`src/rtl/adder_pkg.sv`:
```
// Shared types and helpers for the pipelined adder: slice sizing and the per-stage
// valid/carry control word.
package adder_pkg;

   typedef struct packed {
      logic valid;
      logic carry;
   } stage_ctl_t;

   function automatic int unsigned slice_width(input int unsigned bit_width,
                                               input int unsigned num_stages);
      return bit_width / num_stages;
   endfunction

endpackage

```
`src/rtl/adder_stage.sv`:
```
// Combinational slice adder: W-bit sum with carry-in, carry-out and the carry that
// entered the slice MSB (needed for signed overflow on the top slice).
module adder_stage #(
   parameter int unsigned Width = 4
) (
   input  logic [Width-1:0] a_i,
   input  logic [Width-1:0] b_i,
   input  logic             carry_i,
   output logic [Width-1:0] sum_o,
   output logic             carry_o,
   output logic             carry_msb_o
);

   logic [Width:0] full;

   always_comb begin
      full        = {1'b0, a_i} + {1'b0, b_i} + {{Width{1'b0}}, carry_i};
      sum_o       = full[Width-1:0];
      carry_o     = full[Width];
      // sum bit = a ^ b ^ cin, so the carry into the MSB falls out of the sum bit
      carry_msb_o = full[Width-1] ^ a_i[Width-1] ^ b_i[Width-1];
   end

endmodule

```
`src/rtl/adder_pipelined_nbit.sv`:
```
// Pipelined add/sub: one W-bit slice and one registered carry per stage, operand skew
// and result deskew so all slices of an operation leave together.
module adder_pipelined_nbit
   import adder_pkg::*;
#(
   parameter int unsigned BIT_WIDTH  = 16,
   parameter int unsigned NUM_STAGES = 4
) (
   input  logic                 clk,
   input  logic                 n_rst,
   input  logic                 in_valid,
   output logic                 in_ready,
   input  logic [BIT_WIDTH-1:0] a,
   input  logic [BIT_WIDTH-1:0] b,
   input  logic                 carry_in,
   input  logic                 sub_mode,
   output logic                 out_valid,
   input  logic                 out_ready,
   output logic [BIT_WIDTH-1:0] sum,
   output logic                 carry_out,
   output logic                 overflow
);

   localparam int unsigned W       = slice_width(BIT_WIDTH, NUM_STAGES);
   localparam bit          WidthOk = (NUM_STAGES >= 1) && (W >= 1)
                                     && ((BIT_WIDTH % NUM_STAGES) == 0);

   if (!WidthOk) begin : g_bad_width
      $error("BIT_WIDTH must be a non-zero multiple of NUM_STAGES");
   end

   logic                 advance;
   logic [BIT_WIDTH-1:0] b_eff;
   logic                 c0;

   logic [BIT_WIDTH-1:0] opa_q [NUM_STAGES];
   logic [BIT_WIDTH-1:0] opa_d [NUM_STAGES];
   logic [BIT_WIDTH-1:0] opb_q [NUM_STAGES];
   logic [BIT_WIDTH-1:0] opb_d [NUM_STAGES];
   logic [BIT_WIDTH-1:0] sum_q [NUM_STAGES];
   logic [BIT_WIDTH-1:0] sum_d [NUM_STAGES];
   stage_ctl_t           ctl_q [NUM_STAGES];
   stage_ctl_t           ctl_d [NUM_STAGES];
   logic                 cmsb_q;

   logic [NUM_STAGES-1:0][W-1:0] stg_a;
   logic [NUM_STAGES-1:0][W-1:0] stg_b;
   logic [NUM_STAGES-1:0][W-1:0] stg_sum;
   logic [NUM_STAGES-1:0]        stg_c;
   logic [NUM_STAGES-1:0]        stg_cout;
   logic                         stg_cmsb [NUM_STAGES];

   // Global stall: nothing moves unless the last stage is empty or being drained.
   assign advance   = !ctl_q[NUM_STAGES-1].valid || out_ready;
   assign in_ready  = advance;
   assign out_valid = ctl_q[NUM_STAGES-1].valid;
   assign sum       = sum_q[NUM_STAGES-1];
   assign carry_out = ctl_q[NUM_STAGES-1].carry;
   assign overflow  = ctl_q[NUM_STAGES-1].carry ^ cmsb_q;

   always_comb begin : stage_inputs
      b_eff    = sub_mode ? ~b : b;
      c0       = sub_mode | carry_in;
      stg_a    = '0;
      stg_b    = '0;
      stg_c    = '0;
      stg_a[0] = a[W-1:0];
      stg_b[0] = b_eff[W-1:0];
      stg_c[0] = c0;
      for (int unsigned k = 1; k < NUM_STAGES; k++) begin
         stg_a[k] = opa_q[k-1][k*W +: W];
         stg_b[k] = opb_q[k-1][k*W +: W];
         stg_c[k] = ctl_q[k-1].carry;
      end
   end

   for (genvar k = 0; k < NUM_STAGES; k++) begin : g_slice
      adder_stage #(
         .Width (W)
      ) u_stage (
         .a_i         (stg_a[k]),
         .b_i         (stg_b[k]),
         .carry_i     (stg_c[k]),
         .sum_o       (stg_sum[k]),
         .carry_o     (stg_cout[k]),
         .carry_msb_o (stg_cmsb[k])
      );
   end

   always_comb begin : next_state
      opa_d[0]          = a;
      opb_d[0]          = b_eff;
      sum_d[0]          = '0;
      sum_d[0][W-1:0]   = stg_sum[0];
      ctl_d[0].valid    = in_valid;
      ctl_d[0].carry    = stg_cout[0];
      for (int unsigned k = 1; k < NUM_STAGES; k++) begin
         opa_d[k]            = opa_q[k-1];
         opb_d[k]            = opb_q[k-1];
         sum_d[k]            = sum_q[k-1];
         sum_d[k][k*W +: W]  = stg_sum[k];
         ctl_d[k].valid      = ctl_q[k-1].valid;
         ctl_d[k].carry      = stg_cout[k];
      end
   end

   always_ff @(posedge clk) begin
      if (!n_rst) begin
         for (int unsigned k = 0; k < NUM_STAGES; k++) begin
            opa_q[k] <= '0;
            opb_q[k] <= '0;
            sum_q[k] <= '0;
            ctl_q[k] <= '0;
         end
         cmsb_q <= 1'b0;
      end else if (advance) begin
         for (int unsigned k = 0; k < NUM_STAGES; k++) begin
            opa_q[k] <= opa_d[k];
            opb_q[k] <= opb_d[k];
            sum_q[k] <= sum_d[k];
            ctl_q[k] <= ctl_d[k];
         end
         cmsb_q <= stg_cmsb[NUM_STAGES-1];
      end
   end

endmodule

```
`config.mk`:
```
export PLATFORM = sky130hd
export DESIGN_NAME = adder_pipelined_nbit
export DESIGN_NICKNAME = d
export VERILOG_FILES = /design/src/rtl/adder_pkg.sv /design/src/rtl/adder_stage.sv /design/src/rtl/adder_pipelined_nbit.sv
export SDC_FILE = /design/constraint.sdc
export NUM_CORES = 1
export LEC_CHECK = 0
export BUFFER_PORTS_ARGS = -buffer_cell sky130_fd_sc_hd__buf_4
export CORE_UTILIZATION = 28
export CTS_BUF_LIST = sky130_fd_sc_hd__clkbuf_4 sky130_fd_sc_hd__clkbuf_8 sky130_fd_sc_hd__clkbuf_16
export DETAILED_ROUTE_END_ITERATION = 6
export PLACE_DENSITY_LB_ADDON = 0.15
export SLEW_MARGIN = 20
export SYNTH_ARGS = -nofsm -noshare
export SYNTH_HDL_FRONTEND = slang
export SYNTH_SLANG_ARGS = --single-unit
```
`constraint.sdc`:
```
create_clock -name clk -period 4.9 [get_ports clk]
set_input_delay 0.735 -clock clk [delete_from_list [all_inputs] [get_ports clk]]
set_output_delay 0.735 -clock clk [all_outputs]
set_load 0.005 [all_outputs]
```
Word-level counts from Yosys, hierarchy flattened. Memory sizes are Yosys's and may differ from the RTL's. Index checks and enable logic that the tools add are counted.

$add $sub $neg: 8. Muxes and demuxes: 21. Bitwise operators: 21. Reduce and logical (&&, ||, !) cells: 2.

Operator list (number): 2-to-1 mux 16 bit (13); adder 4 x 4 -> 5 bit (4); adder 5 x 1 -> 5 bit (4); OR 1 bit (17); NOT 16 bit (1); 2-to-1 mux 2 bit (4); 2-to-1 mux 1 bit (4); XOR 1 bit (3); logical NOT 1 bit (1); logical OR 1 bit (1).

Register bits after elaboration: 1. Bits in writable memories: 200. Input port bits: 38. Output and inout bits: 20. Logic and storage cells: 57. Memories: 4.

Memory list: opa_q (depth 4, width 16, read ports 3, clocked after Yosys merged registers in 0, wr ports 4, line adder_pipelined_nbit.sv:36) `logic [BIT_WIDTH-1:0] opa_q [NUM_STAGES];`; opb_q (depth 4, width 16, read ports 3, clocked after Yosys merged registers in 0, wr ports 4, line adder_pipelined_nbit.sv:38) `logic [BIT_WIDTH-1:0] opb_q [NUM_STAGES];`; sum_q (depth 4, width 16, read ports 4, clocked after Yosys merged registers in 0, wr ports 4, line adder_pipelined_nbit.sv:40) `logic [BIT_WIDTH-1:0] sum_q [NUM_STAGES];`; ctl_q (depth 4, width 2, read ports 4, clocked after Yosys merged registers in 0, wr ports 4, line adder_pipelined_nbit.sv:42) `stage_ctl_t ctl_q [NUM_STAGES];`.

Logic depth before layout (Yosys ltp). An unclocked memory read counts as a cell.

Depth after elaboration: 7. Depth in mapped cells: 8. Mapped depth without buffers: 6.

Modules after synthesis. A second synthesis with hierarchy kept.

Cells, all modules: 317. Area, all modules: 4835.9 µm².

By module, submodules not included: adder_pipelined_nbit (times used 1, cells an instance 241, area an instance 4125.2 µm², sequential area each 2902.8 µm²); adder_stage (times used 4, cells an instance 19, area an instance 177.7 µm², sequential area each 0.0 µm²).

Worst setup path after synthesis. Ideal clock, no wire load.

Path type: input -> register. From: in n_rst. To: mem ctl_q[0][0] (netlist bit) (enable). Library setup time: 903 ps. Arrival: 2815 ps. Required time: 3997 ps. Setup slack: 1182 ps. Stages: 3. Buffers on the path: 2. Cell sequence: clkbuf_1 -> clkbuf_1 -> nand2_1.

RTL lines: start: declaration (line adder_pipelined_nbit.sv:10) `input logic n_rst,`; end: declaration (line adder_pipelined_nbit.sv:42).

Worst setup path after layout.
From: in out_ready. To: out in_ready.

Longest elaborated chain between the ends: 1.

RTL lines: start: declaration (line adder_pipelined_nbit.sv:18) `input logic out_ready,`; logical OR 1 bit (line adder_pipelined_nbit.sv:54) `assign advance = !ctl_q[NUM_STAGES-1].valid || out_ready;`; end: declaration (line adder_pipelined_nbit.sv:12) `output logic in_ready,`.

No other way between the ends.

==> impl_metrics.yaml <==
clock_tree:
  cts_resized: 0
  cts_setup_buffers: 0
  cts-hold-fix-buffers: 0
  clock_path_buffers: 2
  cts_max_level: 3
  clockRootBuffer: "clkbuf_16"
  cts.sink_count: 97
  worstSkewPairLatency_ns: 0.34
  cts_tree: "yes"
  path_clk_slew_ns: 0.06
  cts_buffers: 9
synthesis:
  ys_seq_area_frac: 0.6760
  synthMuxAreaShare: 0.004662
  synth_compound_area_frac: 0.02710
  syn_nets: 356
  synthXorXnorAreaFrac: 0.05099
  synth-seq-cells: 97
  syn_area_um2: 4294
  synth_top_family_by_area: "simple AND/OR/NAND/NOR gates"
  yosys.area_share.simple: 0.1422
  synthAdderAreaFrac: 0.07226
  syn_inst: 298
  yosysWarnings: 0
  syn_avg_cell_area_um2: 14.41
  synth_cell_types: 25
cells_and_area:
  diodes: 0
  register_area_um2: 2903
  drive_gt1_frac: 0.2216
  syn_to_final_growth_pct: 20.05
  nets: 405
  fillers: 1471
  multiInputGateArea_um2: 1284
drt:
  dr.pass1.iters: 4
  num_vias: 2336
  avgRoutedWirePerCell_um: 13.84
  drtIter0Drc: 193
  wirelength_um: 7420
  final_antenna_net_count: 0
  drc: 0
  vias_per_cell: 4.358
floorplan:
  die_y_um: 125.8
  die_w_um: 125.8
  io_pins: 58
  start_util: 0.2910
  num_rows: 44
  die_area_um2: 15840
  fp.coreArea_um2: 14750
power_and_ir_drop:
  ir_worst_vdd_uv: 165.4
  p_per_area_nw_per_um2: 347.9
  power_mw: 1.793
  leakagePower_nw: 2.403
global_route:
  grt_use_met1: 0.1431
  grt-ovfl-total: 0
  grt_pass1_vias: 2291
  antenna_found_initial: 0
  top_usage_layer: "met1"
  grt_pass1_wl_um: 12010
  use_met2: 0.1369
  grt_max_degree: 77
  grtUsageTotal: 0.09926
  grtUsageMet3: 0.02379
sta:
  report.final.slew_viol_count: 0
  fmax_mhz: 323.3
  finClkSkew_ns: 0.007726
  hold_viol: 0
  finalCritPeriodShare: 0.6313
  slew_headroom: 0.4127
  min_period_ns: 3.093
  setup_tns_ns: 0
  rsz0062_at_grt: "false"
  tightest_slew_ns: 0.8810
  setup_violations: 0
worst_setup_path:
  critPathMaxFanout: 76
  worst-endpoint-arrival_ns: 2.36
  critPathRequiredTime_ns: 4.16
  startpoint_type: "input port"
  worstSetupEndpointType: "output pin"
  crit_type: "input port to output pin"
status:
  status: "finished clean"
worst_hold_path:
  min_path_type: "flop to flop"
placed_design:
  hpwl_um: 4511
  place_congestion: 0.6693
  port-buffer-count: 57
job:
  maxCapViolations: 0
==> layout make-up <==
type                       instances  share of cell area
clock inverter                     6            0.006796
inverter                           9            0.006796
sequential                        97              0.5631
multi-input combinational        172              0.2490
clock buffer                      10             0.04515
tap                              184             0.04466
timing repair buffer              58             0.08447
==> metal layers <==
metal,part of all wire,vias up
met1,0.51,1095
li1,-,1174
met5,0,-
met4,0.021,0
met3,0.038,12
met2,0.43,55
==> report_power, final <==
part | switching, mW | leakage, nW | total, mW | internal [mW]
Combinational | 0.0727 | 1.12 | 0.157 | 0.0842
Clock | 0.293 | 0.133 | 0.639 | 0.346
Sequential | 0.0195 | 1.15 | 0.997 | 0.978
==> final timing paths <==
path,from,endpoint,slack (ns),depth (start not counted)
setup / recovery,out_ready,in_ready,1.81,4
hold / removal,cmsb_q$_SDFFE_PN0P_,cmsb_q$_SDFFE_PN0P_,0.54,1
hold reg to reg,cmsb_q$_SDFFE_PN0P_,cmsb_q$_SDFFE_PN0P_,0.54,1
setup reg to reg,ctl_q[0][7]$_SDFFCE_PN0P_,sum_q[0][43]$_SDFFCE_PN0P_,2.20,4
==> logic make-up (layout without fill, tap and decap cells) <==
| logic type | after synthesis | after routing |
|---|---|---|
| XOR/XNOR | 25 | 25 |
| multiplexers | 2 | 2 |
| flip-flops | 97 | 97 |
| buffers and inverters | 29 | 83 |
| AND/OR/NAND/NOR | 108 | 108 |
| adder cells (fa/ha/maj) | 20 | 20 |
| AO/OA/AOI/OAI | 17 | 17 |
==> through the flow <==
| stage | instances | util | cell area, um^2 | worst slack [ns] | hold slack (ns) |
|---|---|---|---|---|---|
| floorplan | 298 | - | 4294 | 1.182 | 0.4875 |
| global placement | 520 | 0.3312 | 4886 | 2.175 | 0.5309 |
| detailed placement | 520 | 0.3312 | 4886 | 2.114 | 0.5244 |
| CTS | 536 | 0.3493 | 5154 | 2.154 | 0.5379 |
| global route | 536 | 0.3494 | 5155 | 1.603 | 0.5638 |
| finish | 536 | 0.3494 | 5155 | 1.807 | 0.5351 |
==> synth_stat cells (all sizes together) <==
master  count  area, um^2
o21ai       2       10.01
nor2b       6       37.54
nand2       2       10.01
fa          8       160.2
nor2       22       82.58
edfxtp     96        2883
a21o        6       45.04
and3       70       437.9
a311o       1       10.01
a21oi       8       51.30
clkbuf     15       56.30
dfxtp       1       20.02
inv         9       33.78
and2        1       6.260
nor3        2       10.01
buf         5       25.02
or2         1       6.260
xnor2      15       131.4
mux2i       2       20.02
ha         12       150.1
nand3       4       20.02
xor2       10       87.58
==> critical path, cell delays in order <==
cell	delay, ns
buf_4	0.11
nor2b_1	0.33
clkinv_2	0.77
buf_4	0.41
==> sequential cells by signal, indices dropped and copies added, names as in the netlist <==
name,count
opb_q,24
opa_q,24
sum_q,40
ctl_q,8
cmsb_q,1
==> cell usage in the layout (no fill, tap or decap) <==
master      netlist  routed
inv_1             8       8
mux2i_1           2       2
and3_1           70      70
clkinv_1          0       1
nor2b_1           6       6
nand3_1           4       4
clkbuf_4          0       1
xor2_1           10      10
buf_4             0      58
edfxtp_1         96      96
a21o_1            6       6
nor3_1            2       2
ha_1             12      12
fa_1              8       8
and2_1            1       1
nand2_2           1       1
clkinv_4          0       1
clkinvlp_4        0       1
clkbuf_16         0       9
dfxtp_1           1       1
a311o_1           1       1
nand2_4           0       1
or2_2             1       1
o21ai_0           2       2
clkinv_2          0       4
xnor2_1          15      15
nor2_1           22      22
a21oi_4           1       1
a21oi_1           7       7
Power figures use the tool's default switching activity.
